[config.mk]
export PLATFORM = sky130hd
export DESIGN_NAME = pc_unit
export DESIGN_NICKNAME = d
export VERILOG_FILES = /design/src/rtl/pc_unit_pkg.sv /design/src/rtl/pc_ras.sv /design/src/rtl/pc_unit.sv
export SDC_FILE = /design/constraint.sdc
export NUM_CORES = 1
export LEC_CHECK = 0
export CELL_PAD_IN_SITES_DETAIL_PLACEMENT = 1
export CELL_PAD_IN_SITES_GLOBAL_PLACEMENT = 2
export CORE_UTILIZATION = 25
export DETAILED_ROUTE_END_ITERATION = 6
export GPL_ROUTABILITY_DRIVEN = 0
export PLACE_DENSITY = 0.7
export SYNTH_ARGS = -nofsm -noshare
export SYNTH_HDL_FRONTEND = slang
export SYNTH_SLANG_ARGS = --single-unit
[constraint.sdc]
create_clock -name clk -period 6.18 [get_ports clk]
set_clock_uncertainty 0.05 [all_clocks]
set_input_delay 1.854 -clock clk [delete_from_list [all_inputs] [get_ports clk]]
set_output_delay 1.854 -clock clk [all_outputs]
set_load 0.05 [all_outputs]
[src/rtl/pc_unit_pkg.sv]
// Shared next-PC definitions for the fetch, hazard and PC logic.
package pc_unit_pkg;

    typedef enum logic [2:0] {
        SRC_TRAP,
        SRC_REDIRECT,
        SRC_HOLD,
        SRC_RAS,
        SRC_SEQ
    } pc_src_e;

    localparam int         PC_INC_DEFAULT = 4;
    localparam logic [1:0] ALIGN_MASK     = 2'b11;

    function automatic logic is_aligned(input logic [1:0] lsbs);
        return (lsbs & ALIGN_MASK) == 2'b00;
    endfunction

endpackage

[src/rtl/pc_ras.sv]
// Circular return-address stack; a push beyond DEPTH overwrites the oldest entry.
module pc_ras
    import pc_unit_pkg::*;
#(
    parameter int WIDTH = 32,
    parameter int DEPTH = 4
) (
    input  logic             clk,
    input  logic             rst,
    input  logic             push,
    input  logic             pop,
    input  logic             replace,
    input  logic [WIDTH-1:0] wdata,
    output logic [WIDTH-1:0] top,
    output logic             empty
);

    localparam int PTR_W = $clog2(DEPTH);
    localparam int CNT_W = $clog2(DEPTH + 1);
    localparam logic [CNT_W-1:0] CNT_MAX = CNT_W'(DEPTH);

    logic [WIDTH-1:0] entry [DEPTH];
    logic [PTR_W-1:0] ptr;
    logic [CNT_W-1:0] count;

    assign top   = entry[ptr];
    assign empty = (count == '0);

    always_ff @(posedge clk) begin
        if (rst) begin
            ptr   <= '0;
            count <= '0;
        end else if (replace) begin
            entry[ptr] <= wdata;
        end else if (push) begin
            ptr               <= ptr + 1'b1;
            entry[ptr + 1'b1] <= wdata;
            if (count != CNT_MAX) count <= count + 1'b1;
        end else if (pop && !empty) begin
            ptr   <= ptr - 1'b1;
            count <= count - 1'b1;
        end
    end

endmodule

[src/rtl/pc_unit.sv]
// Architectural PC register with trap/redirect/RAS/sequential next-PC selection.
module pc_unit
    import pc_unit_pkg::*;
#(
    parameter int               WIDTH     = 32,
    parameter logic [WIDTH-1:0] RESET_VEC = '0,
    parameter int               RAS_DEPTH = 4,
    parameter int               INC       = PC_INC_DEFAULT
) (
    input  logic             clk,
    input  logic             rst,
    input  logic             stall,
    input  logic             trap_valid,
    input  logic [WIDTH-1:0] trap_vector,
    input  logic             redirect_valid,
    input  logic [WIDTH-1:0] redirect_target,
    input  logic             call_valid,
    input  logic             ret_valid,
    output logic [WIDTH-1:0] pc,
    output logic [WIDTH-1:0] pc_plus_inc,
    output logic             ras_empty,
    output logic             ras_underflow,
    output logic             target_misalign
);

    localparam logic [WIDTH-1:0] INC_W = WIDTH'(INC);

    pc_src_e          src;
    logic [WIDTH-1:0] next_pc;
    logic [WIDTH-1:0] ras_top;
    logic             ras_en;
    logic             ras_push;
    logic             ras_pop;
    logic             ras_replace;
    logic             misalign_d;
    logic             underflow_d;

    assign pc_plus_inc = pc + INC_W;

    always_comb begin
        src = SRC_SEQ;
        if (trap_valid)
            src = SRC_TRAP;
        else if (redirect_valid && is_aligned(redirect_target[1:0]))
            src = SRC_REDIRECT;
        else if (redirect_valid || stall)
            src = SRC_HOLD;
        else if (ret_valid && !ras_empty)
            src = SRC_RAS;
    end

    always_comb begin
        next_pc = pc_plus_inc;
        unique case (src)
            SRC_TRAP:     next_pc = trap_vector;
            SRC_REDIRECT: next_pc = redirect_target;
            SRC_HOLD:     next_pc = pc;
            SRC_RAS:      next_pc = ras_top;
            SRC_SEQ:      next_pc = pc_plus_inc;
            default:      next_pc = pc_plus_inc;
        endcase
    end

    // Stack only moves when the instruction actually retires down the normal path.
    assign ras_en      = (src == SRC_RAS) || (src == SRC_SEQ);
    assign ras_replace = ras_en && call_valid && ret_valid && !ras_empty;
    assign ras_push    = ras_en && call_valid && !ras_replace;
    assign ras_pop     = ras_en && ret_valid && !call_valid && !ras_empty;
    assign underflow_d = ras_en && ret_valid && ras_empty;
    assign misalign_d  = !trap_valid && redirect_valid && !is_aligned(redirect_target[1:0]);

    always_ff @(posedge clk) begin
        if (rst) begin
            pc              <= RESET_VEC;
            ras_underflow   <= 1'b0;
            target_misalign <= 1'b0;
        end else begin
            pc              <= next_pc;
            ras_underflow   <= underflow_d;
            target_misalign <= misalign_d;
        end
    end

    pc_ras #(
        .WIDTH (WIDTH),
        .DEPTH (RAS_DEPTH)
    ) u_ras (
        .clk     (clk),
        .rst     (rst),
        .push    (ras_push),
        .pop     (ras_pop),
        .replace (ras_replace),
        .wdata   (pc_plus_inc),
        .top     (ras_top),
        .empty   (ras_empty)
    );

endmodule

==> results of run 1 <==
-- power groups by stage --
stage / registers (W) / clock network [W] / logic (W)
after CTS: 0.00129 / 0.00105 / 0.000413
after global placement: 0.00131 / 0 / 0.000407
final: 0.00129 / 0.00102 / 0.000409
after floorplan: 0.00136 / 0 / 0.000191
after detailed placement: 0.00131 / 0 / 0.000411
after global routing: 0.00129 / 0.00109 / 0.000431
-- metrics by stage --
step	total power (W)	TNS, ps	instance area, um^2
floorplan	0.001547	-7056	7596
global placement	0.001714	0	9360
detailed placement	0.001722	0	9360
CTS	0.002748	0	9910
global route	0.002813	0	9910
finish	0.002715	0	9910
-- cell usage in the layout (no fill, tap or decap), types with 3 or more instances in the layout --
cell type / instances
nand2_1: 19
nor2_1: 32
a211oi_1: 12
a311oi_1: 7
mux4_2: 32
xor2_1: 11
clkdlybuf4s50_1: 136
a21o_1: 6
nand4_1: 9
and3_1: 3
and4_1: 3
inv_6: 4
dfxtp_1: 40
nor3_1: 14
buf_4: 13
nand3_1: 10
inv_1: 10
a222oi_1: 30
a21oi_1: 21
xnor2_1: 21
o31ai_1: 3
o21ai_0: 7
o21a_1: 10
edfxtp_1: 128
clkinv_2: 3
clkbuf_16: 17
or3_1: 8
clkinvlp_4: 3
-- kinds of logic after synthesis --
logic type      share of synthesized area, %
xor+xnor                               3.904
fa+ha+maj                             0.4282
flops                                  61.41
simple gates                           8.187
buf+inv                                3.426
compound gates                         12.90
mux                                    9.751
-- state kept, by name, summed over array words and instances, names as in the netlist, named ones only --
signal           cells
pc                  32
ras_underflow        1
target_misalign      1
u_ras.count          3
u_ras.entry        128
u_ras.ptr            2
-- area by class of cell --
cell class | count | area share (%)
Multi-Input combinational cell | 307 | 27.30
Clock inverter | 13 | 1.212
Tap cell | 390 | 4.924
Inverter | 10 | 0.3788
Sequential cell | 169 | 47.08
Timing Repair Buffer | 150 | 14.77
Clock buffer | 18 | 4.331
-- per-layer routing --
metal / wire length (um) / track usage (%) / up-vias
li1: - / - / 2397
met1: 10250 / 19.96 / 2728
met2: 11810 / 26.21 / 156
met3: 1363 / 3.661 / 28
met4: 459 / 5.145 / 0
met5: 0 / 0 / -
-- path summary, 6_finish.rpt --
kind / end / slack [ps] / cells after the start
setup / recovery: pc_plus_inc[22] / 550 / 6
hold / removal: u_ras.entry[2][0] / 530 / 0
setup reg to reg: u_ras.entry[0][22] / 3470 / 5
hold reg to reg: u_ras.entry[2][0] / 530 / 0
-- critical path, delay by kind of cell, from the launching register on --
family / cells / cell delay (ps)
adder cells (fa/ha/maj): 1 / 300
AND/OR/NAND/NOR: 3 / 1200
flip-flops: 1 / 470
buffers and inverters: 1 / 890
XOR/XNOR: 1 / 430
==> results.py, run 1 <==
metrics = {
    "power": {
        "ir_drop_v": 0.0001429,
        "p_comb_share_pct": 15.1,
        "seq_power_share_pct": 47.4,
        "swShare_pct": 27.84,
        "power.leakage_nw": 3.137,
        "power.density_nw_per_um2": 274.0,
        "p_switching_w": 0.0007560,
        "p_int_w": 0.001959,
        "p_clk_share_pct": 37.6,
    },
    "yosys": {
        "ys_types": 63,
        "async_reset_ff_share_pct": 0,
        "syn_area_per_cell_um2": 14.33,
        "synth-main-ff-cell": "edfxtp_1",
        "yosysMostFrequentCell": "edfxtp_1",
        "synth_edf_count": 128,
        "synth_area_leaders": "edfxtp_1 51%, dfxtp_1 11%, mux4_2 9.5%, a222oi_1 4.0%, xnor2_1 2.4%",
        "yosys.area.top_type": "edfxtp_1",
        "seq_area_frac_synth_pct": 61.41,
        "synth-seq-cells": 169,
        "syn_inst": 530,
        "yosys-top-cells-count": "128 x edfxtp_1, 41 x dfxtp_1, 34 x nor2_1",
        "yosysWarnings": 0,
        "yosysTopAreaCellShare_pct": 50.60,
        "syn_area_um2": 7596,
        "syn_nets": 603,
    },
    "detailed_routing": {
        "route.detailed.drc": 0,
        "drt_iter0_drc": 518,
        "via_per_inst": 5.023,
        "vias": 5309,
        "finalWirelength_um": 23880,
        "first_pass_iters": 7,
        "avgRoutedWirePerCell_um": 22.59,
        "postRouteAntennaNets": 0,
    },
    "placed_design": {
        "dp_hpwl_um": 16730,
        "dp_cells": 1026,
        "place_ws_ps": 1054,
        "place.port_buffers": 137,
    },
    "final_layout": {
        "fin_util_pct": 33.26,
        "regArea_um2": 4666,
        "finalNonFillerCells": 1057,
        "area_growth_pct": 30.46,
        "multi_input_area_um2": 2705,
        "antenna_cells": 0,
        "drive_above_1_share_pct": 14.84,
        "fin_nets": 728,
        "fillers": 3160,
    },
    "worst_hold_path": {
        "holdCritStartpoint": "pc[0]",
        "hp-class": "reg2reg",
    },
    "timing": {
        "rsz0062_at_grt": "no",
        "setup_ws_ps": 546.8,
        "fin_hold_ws_ps": 530.1,
        "worstMarginPinSlew_ps": 1158,
        "slew_headroom_pct": 22.20,
        "hold_viol_final": 0,
        "fin_crit_sh_pct": 91.15,
        "min_period_ps": 5633,
        "max_clock_freq_mhz": 177.5,
        "drv_slew": 0,
        "setup_violations": 0,
    },
    "floorplan": {
        "die_x_um": 176.3,
        "coreArea_um2": 29800,
        "die_h_um": 176.3,
        "start_util_pct": 25.49,
        "io_pins": 138,
        "dieArea_um2": 31090,
        "rows": 63,
    },
    "global_routing": {
        "gr-total-overflow": 0,
        "antenna_found_initial": 0,
        "grt_pass1_vias": 5606,
        "grt_max_degree": 42,
        "grt_pass1_wl_um": 35710,
        "grt.total_usage_pct": 15.70,
    },
    "setup_path": {
        "max_stage_delay_ps": 890,
        "critPathSlowestCell": "clkdlybuf4s50_1",
        "cp_cell_sequence": "ha_1 -> nand3_1 -> or3_1 -> nor3_1 -> xor2_1 -> clkdlybuf4s50_1",
        "cp_max_fo": 8,
        "startpoint": "pc[2]",
        "reg2reg_from": "pc[2]",
        "critical_path_class": "reg2out",
        "cp-start-kind": "flop",
        "required_ps": 4280,
        "arrival_ps": 3730,
        "endpoint_kind": "output port",
    },
    "clock_tree": {
        "cts_buffer_depth": 2,
        "hold_buffers": 0,
        "cts_max_level": 4,
        "numCtsBuffers": 17,
        "cts_resized": 0,
        "cts.sinks": 169,
        "cts_tree": "yes",
        "clock_latency_ps": 430,
        "post_cts_buffers": 0,
        "root_buffer": "clkbuf_16",
        "path_clk_slew_ps": 70,
    },
    "run": {
        "max-cap-violations": 0,
    },
    "status": {
        "status": "completed",
    },
}
(Power assumes the default switching activity.)
==> run 2, diff against run 1 <==
Settings changed: CAP_MARGIN from default to 20, CELL_PAD_IN_SITES_DETAIL_PLACEMENT 1 to default, CELL_PAD_IN_SITES_GLOBAL_PLACEMENT 2 to default, PLACE_DENSITY 0.7 to 0.55.
==> run 2 against run 1 <==
The flow now finishes with violations (DRC). Core utilization barely moved. Combinational power barely moved. Sequential share of layout area fell by 0.065 points. Power rose by 1.1%. Setup slack improved by 94 ps. Sequential power barely moved. Wire length fell by 4.4%. Die area did not move. Via count fell by 2.8%. Largest cell class unchanged.
==> results.py, run 2 (synthesis gave the netlist of run 1 again) <==
metrics = {
    "timing": {
        "hold_viol_final": 0,
        "worstMarginPinSlew_ps": 1066,
        "max_clock_freq_mhz": 180.5,
        "setup_violations": 0,
        "fin_crit_sh_pct": 89.63,
        "slew_headroom_pct": 28.38,
        "drv_slew": 0,
        "rsz0062_at_grt": "no",
        "min_period_ps": 5539,
    },
    "global_routing": {
        "antenna_found_initial": 0,
        "gr-total-overflow": 0,
        "grt_pass1_wl_um": 33970,
        "grt_pass1_vias": 5212,
        "grt_max_degree": 43,
        "grt.total_usage_pct": 15.14,
    },
    "clock_tree": {
        "cts_buffer_depth": 2,
        "clock_latency_ps": 430,
        "root_buffer": "clkbuf_16",
        "post_cts_buffers": 0,
        "path_clk_slew_ps": 60,
        "numCtsBuffers": 17,
        "cts_tree": "yes",
        "cts.sinks": 169,
        "hold_buffers": 0,
        "cts_max_level": 4,
        "cts_resized": 0,
    },
    "run": {
        "max-cap-violations": 0,
    },
    "final_layout": {
        "regMostFlops": "u_ras.entry",
        "fin_nets": 726,
        "largest_reg_flops": 128,
        "finalNonFillerCells": 1056,
        "fin_util_pct": 33.30,
        "final_cell_mix": "136 x clkdlybuf4s50_1, 128 x edfxtp_1, 40 x dfxtp_1, 32 x nor2_1, 32 x mux4_2",
        "drive_above_1_share_pct": 14.56,
        "area_growth_pct": 30.64,
        "largest_registers": "u_ras.entry x128, pc x32, u_ras.count x3",
        "final_common_cell": "clkdlybuf4s50_1",
        "antenna_cells": 0,
    },
    "floorplan": {
        "rows": 63,
        "die_x_um": 176.3,
        "coreArea_um2": 29800,
        "io_pins": 138,
        "die_h_um": 176.3,
        "dieArea_um2": 31090,
        "start_util_pct": 25.49,
    },
    "setup_path": {
        "crit_buf_inv": 1,
        "max_stage_delay_ps": 890,
        "arrival_ps": 3640,
        "required_ps": 4280,
        "critical_path_class": "reg2out",
        "critPathSlowestCell": "clkdlybuf4s50_1",
        "cp_max_fo": 8,
        "cp-start-kind": "flop",
        "endpoint_kind": "output port",
        "cp_cell_sequence": "ha_1 -> nand3_1 -> or3_1 -> nor3_1 -> xor2_1 -> clkdlybuf4s50_1",
        "cp_top_family": "simple AND/OR/NAND/NOR gates",
    },
    "power": {
        "ir_drop_v": 0.0001283,
        "p_switching_w": 0.0007448,
        "seq_power_share_pct": 46.7,
        "power.leakage_nw": 3.144,
        "swShare_pct": 27.13,
        "power.density_nw_per_um2": 276.7,
        "p_clk_share_pct": 38.4,
        "p_int_w": 0.002001,
        "p_comb_share_pct": 14.9,
    },
    "detailed_routing": {
        "finalWirelength_um": 22830,
        "postRouteAntennaNets": 0,
        "avgRoutedWirePerCell_um": 21.62,
        "route.detailed.drc": 2,
        "via_per_inst": 4.886,
        "vias": 5160,
        "first_pass_iters": 7,
        "drt_iter0_drc": 458,
    },
    "worst_hold_path": {
        "hp-class": "reg2reg",
    },
    "placed_design": {
        "dp_cells": 1024,
        "place.port_buffers": 137,
        "dp_hpwl_um": 15700,
    },
    "status": {
        "violations": "DRC",
        "status": "finished, violations left",
    },
}
-- run 2: cell count changes in the layout (fill, tap and decap cells not counted), sizes merged --
cell | previous run | this run
clkinvlp | 3 | 2
bufinv | 1 | 2
clkinv | 5 | 7
inv | 14 | 13
buf | 14 | 12
-- run 2: metal layers --
metal	part of all wire [%]	track usage, %	wire length [um]	vias up
met2	48	24.44	11000	147
met3	5.3	3.122	1206	27
met5	0	0	0	-
met1	44	19.81	10110	2595
met4	2.2	5.942	507	0
li1	-	-	-	2391
-- run 2: power by group through the flow --
| stage | sequential (W) | clock [W] | combinational, W |
|---|---|---|---|
| 3_3_place_gp | 0.00131 | 0 | 0.000413 |
| 3_5_place_dp | 0.00131 | 0 | 0.000412 |
| 6_report | 0.00128 | 0.00105 | 0.000409 |
| 2_1_floorplan | 0.00136 | 0 | 0.000191 |
| 4_1_cts | 0.00128 | 0.00107 | 0.000414 |
| 5_1_grt | 0.00129 | 0.00111 | 0.000432 |
-- run 2: metrics by stage --
| stage | cell area, um^2 | hold WS, ps | power, W | setup slack (ps) | TNS [ps] |
|---|---|---|---|---|---|
| final | 9923 | 503.3 | 0.002746 | 640.7 | 0 |
| after floorplan | 7596 | 500.6 | 0.001547 | -110.4 | -7056 |
| after detailed placement | 9345 | 498.4 | 0.001719 | 1099 | 0 |
| after global placement | 9345 | 492.8 | 0.001719 | 1180 | 0 |
| after global routing | 9923 | 535.0 | 0.002832 | 392.8 | 0 |
| after CTS | 9923 | 507.8 | 0.002769 | 606.6 | 0 |
-- run 2: cell type report --
class	count	area (um^2)
Inverter	10	37.54
Multi-Input combinational cell	307	2705
Tap cell	390	488.0
Clock inverter	14	148.9
Fill cell	2905	19870
Sequential cell	169	4666
Clock buffer	18	429.2
Timing Repair Buffer	148	1449
-- run 2: worst paths after layout --
check / slack (ps) / endpoint / cells after the start / startpoint
setup reg to reg: 3430 / pc[18] / 5 / flop
hold reg to reg: 500 / u_ras.entry[0][0] / 0 / pc[0]
hold / removal: 500 / u_ras.entry[0][0] / 0 / pc[0]
setup / recovery: 640 / pc_plus_inc[22] / 6 / pc[2]
==> run 3, diff against run 2 <==
Settings changed: TNS_END_PERCENT from default to 1.
==> results of run 3 <==
The final DEF is identical to that of run 2; final timing and power are the same.
